## src/rtl/bw_multiplier_s.sv

```systemverilog
// Baugh-Wooley signed array multiplier with a registered product.
// Carry-save rows of full adders reduce the partial products; a ripple row resolves them.
module bw_fa (
  input  logic a,
  input  logic b,
  input  logic c,
  output logic s,
  output logic co
);
  assign s  = a ^ b ^ c;
  assign co = (a & b) | (a & c) | (b & c);
endmodule

module bw_multiplier_s #(
  parameter int numBit = 4
) (
  input  logic                  clk,
  input  logic                  rst,
  input  logic [numBit-1:0]     m_in,
  input  logic [numBit-1:0]     n_in,
  output logic [2*numBit-1:0]   o_out
);
  localparam int W = 2 * numBit;
  localparam logic [W-1:0] ONE = W'(1);
  localparam logic [W-1:0] KST = (ONE << numBit) | (ONE << (W - 1));

  logic [W-1:0] pp [numBit];
  logic [W-1:0] prod;

  // Partial-product rows; terms pairing one sign bit with a non-sign bit are inverted.
  always_comb begin
    for (int j = 0; j < numBit; j++) begin
      pp[j] = '0;
      for (int i = 0; i < numBit; i++) begin
        pp[j][i+j] = (m_in[i] & n_in[j]) ^
                     (((i == numBit - 1) != (j == numBit - 1)) ? 1'b1 : 1'b0);
      end
    end
  end

  // Carry-save rows: each folds one more partial-product row into (sum, carry).
  for (genvar k = 0; k < numBit; k++) begin : row
    logic [W-1:0] s;
    logic [W-1:0] c;
    if (k == 0) begin : g_init
      assign s = pp[0];
      assign c = KST;
    end else begin : g_csa
      assign c[0] = 1'b0;
      for (genvar b = 0; b < W; b++) begin : bit_g
        if (b < W - 1) begin : g_fa
          bw_fa fa (
            .a  (row[k-1].s[b]),
            .b  (row[k-1].c[b]),
            .c  (pp[k][b]),
            .s  (s[b]),
            .co (c[b+1])
          );
        end else begin : g_top
          assign s[b] = row[k-1].s[b] ^ row[k-1].c[b] ^ pp[k][b];
        end
      end
    end
  end

  // Final ripple-carry row; the carry out of the top bit is the modulo wrap.
  always_comb begin
    logic cy;
    cy   = 1'b0;
    prod = '0;
    for (int b = 0; b < W; b++) begin
      prod[b] = row[numBit-1].s[b] ^ row[numBit-1].c[b] ^ cy;
      cy      = (row[numBit-1].s[b] & row[numBit-1].c[b]) |
                (row[numBit-1].s[b] & cy) |
                (row[numBit-1].c[b] & cy);
    end
  end

  // Output register, cleared asynchronously.
  always_ff @(posedge clk or posedge rst) begin
    if (rst) o_out <= '0;
    else     o_out <= prod;
  end
endmodule

```

## config.mk

```make
export PLATFORM = sky130hd
export DESIGN_NAME = bw_multiplier_s
export DESIGN_NICKNAME = d
export VERILOG_FILES = /design/src/rtl/bw_multiplier_s.sv
export SDC_FILE = /design/constraint.sdc
export NUM_CORES = 1
export LEC_CHECK = 0
export ABC_AREA = 1
export BUFFER_PORTS_ARGS = -buffer_cell sky130_fd_sc_hd__buf_2
export CAP_MARGIN = 20
export CELL_PAD_IN_SITES_DETAIL_PLACEMENT = 0
export CELL_PAD_IN_SITES_GLOBAL_PLACEMENT = 1
export CORE_MARGIN = 2
export CORE_UTILIZATION = 36
export DETAILED_ROUTE_END_ITERATION = 10
export PLACE_DENSITY = 0.85
export SLEW_MARGIN = 20
export SYNTH_ARGS = -nofsm -noshare
export SYNTH_HDL_FRONTEND = slang
export SYNTH_SLANG_ARGS = --single-unit
```

## constraint.sdc

```tcl
create_clock -name clk -period 0.8 [get_ports clk]
set_input_delay 0.04 -clock clk [delete_from_list [all_inputs] [get_ports clk]]
set_output_delay 0.04 -clock clk [all_outputs]
set_load 0.1 [all_outputs]
```

---- After elaboration in Yosys (flattened, before gate mapping) ----
Index checks and enable logic that the tools add are counted.
storage, ports and cells
  word-level logic and storage cells ...... 93
  input bits .............................. 10
  register bits after elaboration ......... 8
  output and inout bits ................... 8
cells by class
  bitwise operators ....................... 92
operators with widths
  cell               count
  1-bit AND          46
  1-bit bitwise XOR  23
  1-bit bitwise OR   16
  1-bit inverter     7

---- Depth between registers and ports, before layout ----
  word-level depth ........................ 16
  gate-level depth with buffers ........... 13
  depth with buffers taken out ............ 13

---- Cells and area by module ----
A second synthesis with hierarchy kept.
unflattened totals
  cells, all modules ...................... 78
  area, all modules ....................... 894.6 um^2
by module, submodules not included
  module           times used  area an instance (um^2)  cells each  sequential area each (um^2)
  bw_multiplier_s  1           474.2                    57          200.2
  bw_fa            21          20.0                     1           0.0

---- Worst setup path after synthesis ----
Ideal clock, no wire load.
  path type ............................... input-to-reg
  start point ............................. input port m_in[2]
  end point ............................... register o_out[7]
  slack ................................... -1.761 ns
  data arrival time ....................... 2.444 ns
  stages on the path ...................... 12
  library setup time ...................... 0.116 ns
  cells stage by stage .................... nand2_1 inv_1 ha_1 fa_1 inv_1 fa_1 inv_1 ha_1 fa_1 fa_1 nand2_1 nand2_1
between the ends
  word-level cells in the longest chain between the ends .. 16
RTL lines
  element                        RTL line  text
  start, declared                19        input logic [numBit-1:0] m_in,
  1-bit AND                      35        pp[j][i+j] = (m_in[i] & n_in[j]) ^
  1-bit bitwise XOR              10        assign s = a ^ b ^ c;
  1-bit AND                      11        assign co = (a & b) | (a & c) | (b & c);
  1-bit bitwise OR (2 in a row)  11
  1-bit AND                      11
  1-bit bitwise OR (2 in a row)  11
  1-bit AND                      73        cy = (row[numBit-1].s[b] & row[numBit-1].c[b]) |
  1-bit AND                      74        (row[numBit-1].s[b] & cy) |
  1-bit bitwise OR               73
  1-bit bitwise OR               74
  1-bit AND                      74
  1-bit bitwise OR               73
  1-bit bitwise OR (*)           74
  1-bit bitwise XOR (*)          72        prod[b] = row[numBit-1].s[b] ^ row[numBit-1].c[b] ^ cy;
  net prod[7]                    28        logic [W-1:0] prod;
  end signal, assigned           82        else o_out <= prod;
  end, declared                  21        output logic [2*numBit-1:0] o_out
The timed path passes the listed nets; every way through them passes the cells marked *.

---- Worst setup path after layout ----
  start point ............................. input port m_in[2]
  end point ............................... register o_out[6]
between the ends
  word-level cells in the longest chain between the ends .. 13
RTL lines
  element                        RTL line
  1-bit AND                      35
  1-bit bitwise XOR              10
  1-bit AND                      11
  1-bit bitwise OR (2 in a row)  11
  1-bit AND                      11
  1-bit bitwise OR (2 in a row)  11
  1-bit AND                      73
  1-bit AND                      74
  1-bit bitwise OR               73
  1-bit bitwise OR               74
  1-bit bitwise XOR (*)          72
  net prod[6]                    28
Marked as above.

==> impl_metrics.tcl <==
set metrics [dict create \
    status "finished, violations left" \
    violations "setup timing" \
    num_rows 14 \
    hold_end "o_out[0]$_DFF_PP0_" \
    yosysSeqAreaShare 0.332 \
    drive_gt1_frac 0.594 \
    rsz0062_at_grt "yes" \
    peakVddDrop_uv 2320 \
    synth_area_um2 603 \
    power_density_nw_per_um2 2720 \
    start_kind "input port" \
    switching_share 0.496 \
    required_ps 980 \
    p_int_mw 1.43 \
    routedWlPerCell_um 9.40 \
    dpl.cell_count 107 \
    crit_buf_inv 4 \
    cp_slowest_cell "fa_2" \
    pwr-share-clk 0.112 \
    grtUsageTotal 0.132 \
    synth.distinct_cells 7 \
    cts_setup_buffers 0 \
    fp.dieArea_um2 2020 \
    p_sw_mw 1.41 \
    final_area_um2 1040 \
    cts_max_path_buffers 2 \
    numCtsBuffers 3 \
    post-route-min-period_ps 2270 \
    htree_levels 1 \
    syn2layout_area_growth_pct 73.0 \
    syn_nets 90 \
    drv_cap 0 \
    p_comb_frac 0.662 \
    min_path_cells 4 \
    final_cells 112 \
    initial_core_util 0.391 \
    hold_start "n_in[0]" \
    dr.pass1.iters 2 \
    end_kind "flip-flop" \
    pre_cts_ws_ps -1810 \
    drt_iter0_markers 4 \
    worstPathArrival_ps 2450 \
    setup_viol 13 \
    drtAntennaViolNets 0 \
    biggestRegsByFlops "o_out: 8 flops" \
    crit_chain "buf_8, nand2_4, inv_2, ha_4, fa_1, inv_1, fa_1, inv_2, ha_4, fa_2, fa_2" \
    yosys-top-cells-area "dfrtp_1 33%, fa_1 27%, inv_1 15%" \
    vias_per_cell 4.22 \
    num_io_pins 18 \
    ys_ff_latch 8 \
    yosys.area.top_type "dfrtp_1" \
    dpl_cell_area_um2 960 \
    cts.clk_slew.worst_paths_ps 60 \
    final.setup.worst_slack_ps -1470 \
    grt_pass1_vias 492 \
    diodes 0 \
    criticalPathCategory "in2reg" \
    grt_pass1_wl_um 1840 \
    synth_cells 66 \
    num-fill-cells 124 \
    clockRootBuffer "clkbuf_4" \
    hpwl_um 921 \
    largest_reg_flops 8 \
    syn-mean-instance-area_um2 9.14 \
    relSlewSlack 0.808 \
    die_y_um 44.9 \
    fmaxAchievable_mhz 441 \
    fp.dieW_um 44.9 \
    max_stage_delay_ps 520 \
    p_leak_nw 0.568 \
    grt_max_degree 9 \
    maxSlewViolCount 0 \
    finalHoldViolCount 0 \
    synth_warnings 0 \
    hold_path.class "in2reg" \
    final_nets 121 \
    hold_ws_ps 83.6 \
    core_area_um2 1540 \
    port_buffers 17 \
    worstMarginPinSlew_ps 288 \
    cts_tree "done" \
    finalCritPeriodShare 2.84 \
    place_congestion 0.734 \
    cp_max_fo 4 \
    crit_family "adder cells" \
    vias 473 \
    drc 0 \
    wl_um 1050 \
    antenna_found_initial 0 \
    netlist.area_leader.share 0.332 \
    cts_num_sinks 8 \
    grt.overflow.total 0 \
    p_seq_frac 0.226 \
    top_register "o_out" \
]
[per-layer routing]
metal	routed length, um	part of all wire	vias to the layer above	GRT usage
met3	63	0.060	2	0.0280
met1	424	0.40	217	0.141
met5	0	0	-	0
met2	560	0.53	15	0.240
li1	-	-	239	-
met4	5	0.0047	0	0.0706
[cells in the final DEF (no fill, tap or decap), types with 2 or more instances in the layout]
cell type and instances:
buf_2 5, nand2_4 3, nand2_1 13, clkbuf_4 3, fa_2 4, nand2_2 3, dfrtp_2 7, buf_4 7
buf_6 4, buf_12 8, inv_1 17, ha_1 2, inv_2 8, fa_1 4, ha_4 3
[repair_timing]
item	in CTS	in global routing
gates resized for setup	13	2
endpoints found under the setup margin	14	13
hold endpoints to repair	8	0
hold buffers	1	0
pin swaps	8	0
[area by class of cell]
cell class	instances	area, um^2	area share
well taps	16	20.0	0.0192
repair buffers	26	308	0.295
inverters	25	93.8	0.0899
multi-input cells	33	387	0.371
flip-flops and latches	8	209	0.200
clock buffers	4	26.3	0.0252
[metrics by stage]
| step | power, mW | util | setup TNS, ps |
|---|---|---|---|
| 6_report | 2.84 | 0.677 | -5880 |
| 5_1_grt | 3.01 | 0.677 | -6340 |
| 4_1_cts | 2.85 | 0.675 | -5900 |
| 3_5_place_dp | 2.47 | 0.623 | -7410 |
| 3_3_place_gp | 2.44 | 0.623 | -7340 |
| 2_1_floorplan | 1.74 | - | -6150 |
[cells by family after synthesis]
logic type,synth area share
buf+inv,0.156
simple gates,0.122
fa+ha+maj,0.390
flops,0.332
[worst max-delay path by stage]
stage	startpoint	end	slack, ps	cells after the start
floorplan	m_in[2]	o_out[6]$_DFF_PP0_	-1590	10
global placement	m_in[2]	o_out[6]$_DFF_PP0_	-1800	11
detailed placement	m_in[2]	o_out[6]$_DFF_PP0_	-1810	11
CTS	m_in[2]	o_out[6]$_DFF_PP0_	-1460	11
global route	m_in[2]	o_out[7]$_DFF_PP0_	-1530	13
finish	m_in[2]	o_out[6]$_DFF_PP0_	-1470	11
[cells in the mapped netlist]
cell	n
dfrtp_1	8
fa_1	8
ha_1	6
inv_1	24
inv_2	1
nand2_1	18
nand2_2	1
[power groups by stage]
stage               clock, mW  combinational [mW]  sequential, mW
floorplan                   0               0.266            1.48
global placement            0                1.80           0.645
detailed placement          0                1.82           0.651
CTS                     0.328                1.88           0.646
global route            0.376                1.98           0.654
finish                  0.317                1.88           0.642
Note: power is estimated with default switching activity, not from simulation.
